$ cat src/rtl/iterative_divider_if.sv
// ============================================================================
// iterative_divider_if : start/done handshake and operand/result bundle
// Rev 1.0 - initial release
// ============================================================================
`default_nettype none

interface iterative_divider_if #(
  parameter int WIDTH = 8
);
  logic             start;
  logic [WIDTH-1:0] dividend;
  logic [WIDTH-1:0] divisor;
  logic             busy;
  logic             done;
  logic [WIDTH-1:0] quotient;
  logic [WIDTH-1:0] remainder;
  logic             div_by_zero;

  // master drives requests (ALU control); slave is the divider
  modport master (
    output start, dividend, divisor,
    input  busy, done, quotient, remainder, div_by_zero
  );

  modport slave (
    input  start, dividend, divisor,
    output busy, done, quotient, remainder, div_by_zero
  );
endinterface

`default_nettype wire

$ cat src/rtl/iterative_divider.sv
// ============================================================================
// iterative_divider : restoring unsigned divider, one quotient bit per clock
// Rev 1.0 - initial release
// ============================================================================
`default_nettype none

module iterative_divider #(
  parameter int WIDTH = 8
) (
  input  logic              clk,
  input  logic              rst,
  iterative_divider_if.slave bus
);

  localparam int             CW   = (WIDTH > 2) ? $clog2(WIDTH) : 1;
  localparam logic [CW-1:0]  LAST = CW'(WIDTH - 1);

  typedef enum logic [1:0] {
    IDLE = 2'd0,
    CALC = 2'd1,
    DONE = 2'd2
  } state_t;

  state_t           r_state;
  state_t           w_next_state;
  logic [WIDTH-1:0] r_d;
  logic [WIDTH-1:0] r_q;
  logic [WIDTH:0]   r_r;
  logic [CW-1:0]    r_cnt;
  logic [WIDTH-1:0] r_quotient;
  logic [WIDTH-1:0] r_remainder;
  logic             r_div_by_zero;

  logic             w_accept;
  logic             w_zero_div;
  logic             w_last;
  logic [WIDTH:0]   w_s;
  logic [WIDTH:0]   w_t;
  logic [WIDTH-1:0] w_q_step;
  logic [WIDTH:0]   w_r_step;

  assign w_accept   = ((r_state == IDLE) || (r_state == DONE)) && bus.start;
  assign w_zero_div = (bus.divisor == '0);
  assign w_last     = (r_cnt == LAST);

  // Trial subtract: a clear borrow bit (T[WIDTH]) means the divisor fits
  assign w_s      = {r_r[WIDTH-1:0], r_q[WIDTH-1]};
  assign w_t      = w_s + (~{1'b0, r_d}) + {{WIDTH{1'b0}}, 1'b1};
  assign w_q_step = {r_q[WIDTH-2:0], ~w_t[WIDTH]};
  assign w_r_step = w_t[WIDTH] ? w_s : w_t;

  always_ff @(posedge clk) begin
    if (rst) r_state <= IDLE;
    else     r_state <= w_next_state;
  end

  always_comb begin
    w_next_state = r_state;
    case (r_state)
      IDLE: begin
        if (bus.start) w_next_state = w_zero_div ? DONE : CALC;
      end
      CALC: begin
        if (w_last) w_next_state = DONE;
      end
      DONE: begin
        if (bus.start) w_next_state = w_zero_div ? DONE : CALC;
        else           w_next_state = IDLE;
      end
      default: w_next_state = IDLE;
    endcase
  end

  always_ff @(posedge clk) begin
    if (rst) begin
      r_d           <= '0;
      r_q           <= '0;
      r_r           <= '0;
      r_cnt         <= '0;
      r_quotient    <= '0;
      r_remainder   <= '0;
      r_div_by_zero <= 1'b0;
    end else if (w_accept) begin
      r_d           <= bus.divisor;
      r_q           <= bus.dividend;
      r_r           <= '0;
      r_cnt         <= '0;
      r_div_by_zero <= w_zero_div;
      // Divide by zero skips iteration and publishes results immediately
      if (w_zero_div) begin
        r_quotient  <= '1;
        r_remainder <= bus.dividend;
      end
    end else if (r_state == CALC) begin
      r_q   <= w_q_step;
      r_r   <= w_r_step;
      r_cnt <= r_cnt + 1'b1;
      if (w_last) begin
        r_quotient  <= w_q_step;
        r_remainder <= w_r_step[WIDTH-1:0];
      end
    end
  end

  assign bus.busy        = (r_state == CALC);
  assign bus.done        = (r_state == DONE);
  assign bus.quotient    = r_quotient;
  assign bus.remainder   = r_remainder;
  assign bus.div_by_zero = r_div_by_zero;

endmodule

`default_nettype wire

$ cat src/flat_wrapper.sv
// flat-port wrapper written by rule: the top's interface ports become plain ports
module iterative_divider_flat 
#(
  parameter int WIDTH = 8
)
  (clk, rst, bus_start, bus_dividend, bus_divisor, bus_busy, bus_done, bus_quotient, bus_remainder, bus_div_by_zero);
  iterative_divider_if #(.WIDTH(WIDTH)) bus_i ();
  input  logic clk;
  input  logic rst;
  input wire logic [$bits(bus_i.start)-1:0] bus_start;
  input wire logic [$bits(bus_i.dividend)-1:0] bus_dividend;
  input wire logic [$bits(bus_i.divisor)-1:0] bus_divisor;
  output wire logic [$bits(bus_i.busy)-1:0] bus_busy;
  output wire logic [$bits(bus_i.done)-1:0] bus_done;
  output wire logic [$bits(bus_i.quotient)-1:0] bus_quotient;
  output wire logic [$bits(bus_i.remainder)-1:0] bus_remainder;
  output wire logic [$bits(bus_i.div_by_zero)-1:0] bus_div_by_zero;
  assign bus_i.start = bus_start;
  assign bus_i.dividend = bus_dividend;
  assign bus_i.divisor = bus_divisor;
  assign bus_busy = bus_i.busy;
  assign bus_done = bus_i.done;
  assign bus_quotient = bus_i.quotient;
  assign bus_remainder = bus_i.remainder;
  assign bus_div_by_zero = bus_i.div_by_zero;
  iterative_divider #(.WIDTH(WIDTH)) u_core (.clk(clk), .rst(rst), .bus(bus_i));
endmodule
$ cat config.mk
export PLATFORM = sky130hd
export DESIGN_NAME = iterative_divider_flat
export DESIGN_NICKNAME = d
export VERILOG_FILES = /design/src/rtl/iterative_divider_if.sv /design/src/rtl/iterative_divider.sv /design/src/flat_wrapper.sv
export SDC_FILE = /design/constraint.sdc
export NUM_CORES = 1
export LEC_CHECK = 0
export ABC_AREA = 1
export CAP_MARGIN = 15
export CORE_MARGIN = 3
export CORE_UTILIZATION = 54
export DETAILED_ROUTE_END_ITERATION = 7
export PLACE_DENSITY = 0.8
export SYNTH_ARGS = -nofsm -noshare
export SYNTH_HDL_FRONTEND = slang
export SYNTH_SLANG_ARGS = --single-unit
$ cat constraint.sdc
create_clock -name clk -period 2.5 [get_ports clk]
set_input_delay 0.625 -clock clk [delete_from_list [all_inputs] [get_ports clk]]
set_output_delay 0.625 -clock clk [all_outputs]
set_load 0.005 [all_outputs]
Word level (Yosys, flattened, before mapping)
Cells that the tools add are included.
{"block": "totals", "wordCells": 44, "reg_bits": 46, "out_inout_bits": 19, "inputBits": 19}
{"block": "op_classes", "addsub": 3, "eq_ne": 6, "bitwise_logic": 2, "n_mux": 16, "n_reduce_logical": 9}
{"op": "8-bit 2-to-1 mux", "n": 11}
{"op": "9-bit by 1-bit adder with 9-bit output, second input constant", "n": 1}
{"op": "9-bit adder", "n": 1}
{"op": "8-bit inverter with 9-bit output", "n": 1}
{"op": "8-bit zero test", "n": 1}
{"op": "2-bit 2-to-1 mux", "n": 4}
{"op": "2-bit one-hot mux with 3 select lines", "n": 1}
{"op": "2-bit != test, second input constant", "n": 2}
{"op": "2-bit nonzero test", "n": 2}
{"op": "3-bit by 1-bit adder with 3-bit output, second input constant", "n": 1}
{"op": "3-bit equality test, second input constant", "n": 1}
{"op": "3-bit AND reduction", "n": 1}
{"op": "2-bit by 1-bit equality test with 1-bit output, second input constant", "n": 1}
{"op": "2-bit equality test, second input constant", "n": 1}
{"op": "2-bit zero test", "n": 1}
{"op": "2-bit by 1-bit != test with 1-bit output, second input constant", "n": 1}
{"op": "2-bit AND reduction", "n": 1}
{"op": "2-bit OR reduction", "n": 1}
{"op": "1-bit logical AND", "n": 1}
{"op": "1-bit logical OR", "n": 1}
{"op": "1-bit inverter", "n": 1}

Longest topological paths before layout
{"block": "logic_depth", "ltp_word": 7, "mapped_depth": 16, "ltp_nobuf": 16}

Worst setup path after synthesis
Ideal clock, no wire load.
{"block": "synth_path", "path_kind": "reg2reg", "from": "reg u_core.r_q[7]", "to": "reg u_core.r_r[0]", "path_buffers": 0, "arrival_ns": 1.639, "stages_incl_launch_ff": 15, "synth_period_minus_slack_ns": 1.748, "t_required_ns": 2.391, "setup_ns": 0.109, "setup_slack_ns": 0.752, "path_cell_list": "dfxtp_1 -> inv_1 -> ha_1 -> inv_1 -> fa_1 -> nand2_1 -> nand2_1 -> nand3_2 -> nand3_1 -> nand2_4 -> nand2_1 -> nand2_1 -> nand2_1 -> nand2_1 -> inv_1"}
{"block": "synth_via", "elab_chain_len": 3}
{"item": "from (decl)", "line": "iterative_divider.sv:27", "source": "logic [WIDTH-1:0] r_q;"}
{"item": "from (signal assigned)", "line": "iterative_divider.sv:85", "source": "r_q <= bus.dividend;"}
{"item": "from (signal assigned)", "line": "iterative_divider.sv:95", "source": "r_q <= w_q_step;"}
{"item": "9-bit adder", "line": "iterative_divider.sv:48", "source": "assign w_t = w_s + (~{1'b0, r_d}) + {{WIDTH{1'b0}}, 1'b1};"}
{"item": "9-bit by 1-bit adder with 9-bit output", "line": "iterative_divider.sv:48"}
{"item": "8-bit 2-to-1 mux *", "line": "iterative_divider.sv:50", "source": "assign w_r_step = w_t[WIDTH] ? w_s : w_t;"}
{"item": "to (signal assigned)", "line": "iterative_divider.sv:96", "source": "r_r <= w_r_step;"}
{"item": "to (decl)", "line": "iterative_divider.sv:28", "source": "logic [WIDTH:0] r_r;"}
Mark *: on every way between the ends. The rest lies on a longest branch, timed or not.
A chain may end at the register's enable or synchronous reset.

Worst setup path in the final report
{"block": "layout_path", "from": "reg u_core.r_state[0]", "to": "out bus_busy"}
{"block": "layout_via", "elab_chain_len": 1}
{"item": "from (decl)", "line": "iterative_divider.sv:24", "source": "state_t r_state;"}
{"item": "from (signal assigned)", "line": "iterative_divider.sv:54", "source": "else r_state <= w_next_state;"}
{"item": "2-bit by 1-bit equality test with 1-bit output", "line": "iterative_divider.sv:105", "source": "assign bus.busy = (r_state == CALC);"}
{"item": "to (decl)", "line": "flat_wrapper.sv:13", "source": "output wire logic [$bits(bus_i.busy)-1:0] bus_busy;"}
Every way passes these cells.

==> out/metrics.cfg <==
[clock_network]
tritoncts = done
root_buffer = clkbuf_8
cts_resized = 0
clock_path_buffers = 2
holdBufCountCts = 0
clk_pin_slew_ps = 90
clock_sinks = 46
cts-htree-levels = 2
cts_buffers = 5
clkLatencyLatePin_ps = 300
cts_setup_buffers = 0

[sta]
worst_pin_slew_ps = 469.9
fin_crit_ps = 2179
fin_crit_sh_pct = 87.15
slew_viol_final = 0
rsz0062_at_grt = no
relSlewSlack_pct = 68.64
setup_tns_ps = 0
fmax_mhz = 459.0
fin_skew_ps = 6.064
fin_ws_ps = 321.4
hold_ws_ps = 460.3
hold_violations = 0
setup_viol = 0

[logic_synthesis]
synth_edf_count = 0
yosys_register_bits = 46
ys_types = 30
synth_area_um2 = 2467
netlist_top_cells_area = dfxtp_1 37%, nand2_1 16%, a21oi_1 7.9%, inv_1 6.8%, ha_1 5.1%
synth_top_cell_by_area = dfxtp_1
synth_top_cell_area_share_pct = 37.32
yosysSeqAreaShare_pct = 37.32
syn_avg_cell_area_um2 = 6.990
synth_fp_nets = 383
yosysWarnings = 0
synth_ff_type = dfxtp_1
syn_inst = 353
async_flop_share_pct = 0

[placed_design]
place_ws_ps = 313.4
portBuffers = 37
dp_hpwl_mm = 4.202
place_area_um2 = 2839
place.gp.congestion = 0.8789
dp.cells = 431

[detailed_routing]
wire_per_inst_um = 12.88
drt_iter0_drc = 137
first_pass_iters = 4
drc = 0
routed_via_density = 5.269
vias = 2313
drt.antenna.violating_nets = 0
drt-total-wl_mm = 5.655

[setup_path]
critPathMaxFanout = 12
crit_required_ps = 1880
cp.arrival_ps = 1550
r2r_start = u_core.r_q[7]$_SDFFE_PP0P_
end_kind = output pin
cp_slowest_stage_delay_ps = 570
reg2reg_depth = 14
r2r-end = u_core.r_r[0]$_SDFFE_PP0P_
critical_path.cell_chain = inv_2, nor2_4, clkdlybuf4s50_1
crit_type = reg2out
start_kind = flip-flop
reg2reg_slack_ps = 440
cpMaxStageDelayCell = clkdlybuf4s50_1

[worst_hold_path]
hold_end = u_core.r_d[6]$_SDFFE_PP0P_
hp-start = u_core.r_d[6]$_SDFFE_PP0P_
hold_depth = 2
min_path_type = reg2reg

[grt]
grt_pass1_vias = 2131
grt_max_degree = 24
grt_pass1_wl_mm = 9.563
overflow = 0
gr-usage-all-layers_pct = 22.70
antenna_found_initial = 0

[final_layout]
final_cells = 439
layout_common_cells = 105 x nand2_1, 46 x dfxtp_1, 45 x inv_1
syn_to_final_growth_pct = 18.56
diodes = 0
fin_nets = 418
stdcell_area_um2 = 2925
drive_above_1_share_pct = 9.254
final_common_cell = nand2_1
fillers = 366

[die]
chipWidth_um = 73.60
ios = 38
core-area_um2 = 4202
start_util_pct = 58.73
die_y_um = 73.60
die_area_um2 = 5416
rows = 23

[power]
peakVddDrop_mv = 0.3251
pwr_density_cell_nw_per_um2 = 596.2
p_leak_nw = 1.306

[flow_run]
drv_cap = 0

[outcome]
outcome = finished clean

## per-stage QoR
step / util (%) / total power [W]
after floorplan: - / 0.001179
after global placement: 67.57 / 0.001288
after detailed placement: 67.57 / 0.001302
after CTS: 69.62 / 0.001754
after global routing: 69.62 / 0.001852
final: 69.62 / 0.001744
## worst max path at each step
stage	from	end	slack [ps]
CTS	u_core.r_state[0]$_SDFFE_PP0P_	bus_busy	320
global placement	bus_divisor[1]	u_core.bus.remainder[0]$_SDFFE_PP0P_	360
global route	u_core.r_q[7]$_SDFFE_PP0P_	u_core.r_r[0]$_SDFFE_PP0P_	250
finish	u_core.r_state[0]$_SDFFE_PP0P_	bus_busy	320
detailed placement	bus_start	u_core.bus.remainder[3]$_SDFFE_PP0P_	310
floorplan	u_core.r_q[7]$_SDFFE_PP0P_	u_core.r_r[0]$_SDFFE_PP0P_	750
## power by group
part | internal (W) | switching [W] | leakage, nW
Sequential | 0.000765 | 0.0000200 | 0.375
Clock | 0.000198 | 0.000257 | 0.0452
Combinational | 0.000183 | 0.000321 | 0.886
Total | 0.00115 | 0.000598 | 1.31
## area by class of cell
class / count / area (um2) / area share (%)
tap: 50 / 62.56 / 2.139
clock buffer: 6 / 72.57 / 2.481
timing repair buffer: 41 / 400.4 / 13.69
multi-input combinational: 244 / 1267 / 43.33
clock inverter: 2 / 13.76 / 0.4705
sequential: 46 / 920.9 / 31.48
inverter: 50 / 187.7 / 6.416
## sequential cells by signal, indices dropped and copies added (netlist names)
register                flops
u_core.bus.remainder        8
u_core.r_r                  8
u_core.bus.quotient         8
u_core.r_cnt                3
u_core.r_state              2
u_core.r_q                  8
u_core.bus.div_by_zero      1
u_core.r_d                  8
## Yosys cell counts (2+ instances only)
master    number
inv_2          5
a21oi_1       39
clkbuf_1       5
a31oi_1        8
nand2_1      105
nand3_2        2
nand2_2        6
nor2_4         2
clkbuf_8       2
ha_1          10
o21ai_1        4
inv_1         45
o21ai_0       23
a21oi_2        3
xor2_1         2
nand3_1       14
buf_2          3
nor2_1        15
dfxtp_1       46
nand2_4        4
## metal layers
layer	track usage, %	vias up	share of wire [%]
li1	-	1189	-
met1	30.89	1037	46
met2	34.74	71	45
met3	4.241	16	6.5
met4	10.26	0	2.7
met5	0	-	0
## cells by family after synthesis
group	synth area share (%)
simple gates	26.98
compound gates	17.44
buf+inv	11.31
flops	37.32
fa+ha+maj	5.882
xor+xnor	1.065
## worst max-delay path, delay by kind of cell (launching register included)
family / cells / cell delay, ps
buffers and inverters: 2 / 630
flip-flops: 1 / 360
AND/OR/NAND/NOR: 1 / 250
No activity file was read; power rests on OpenSTA's default activity.
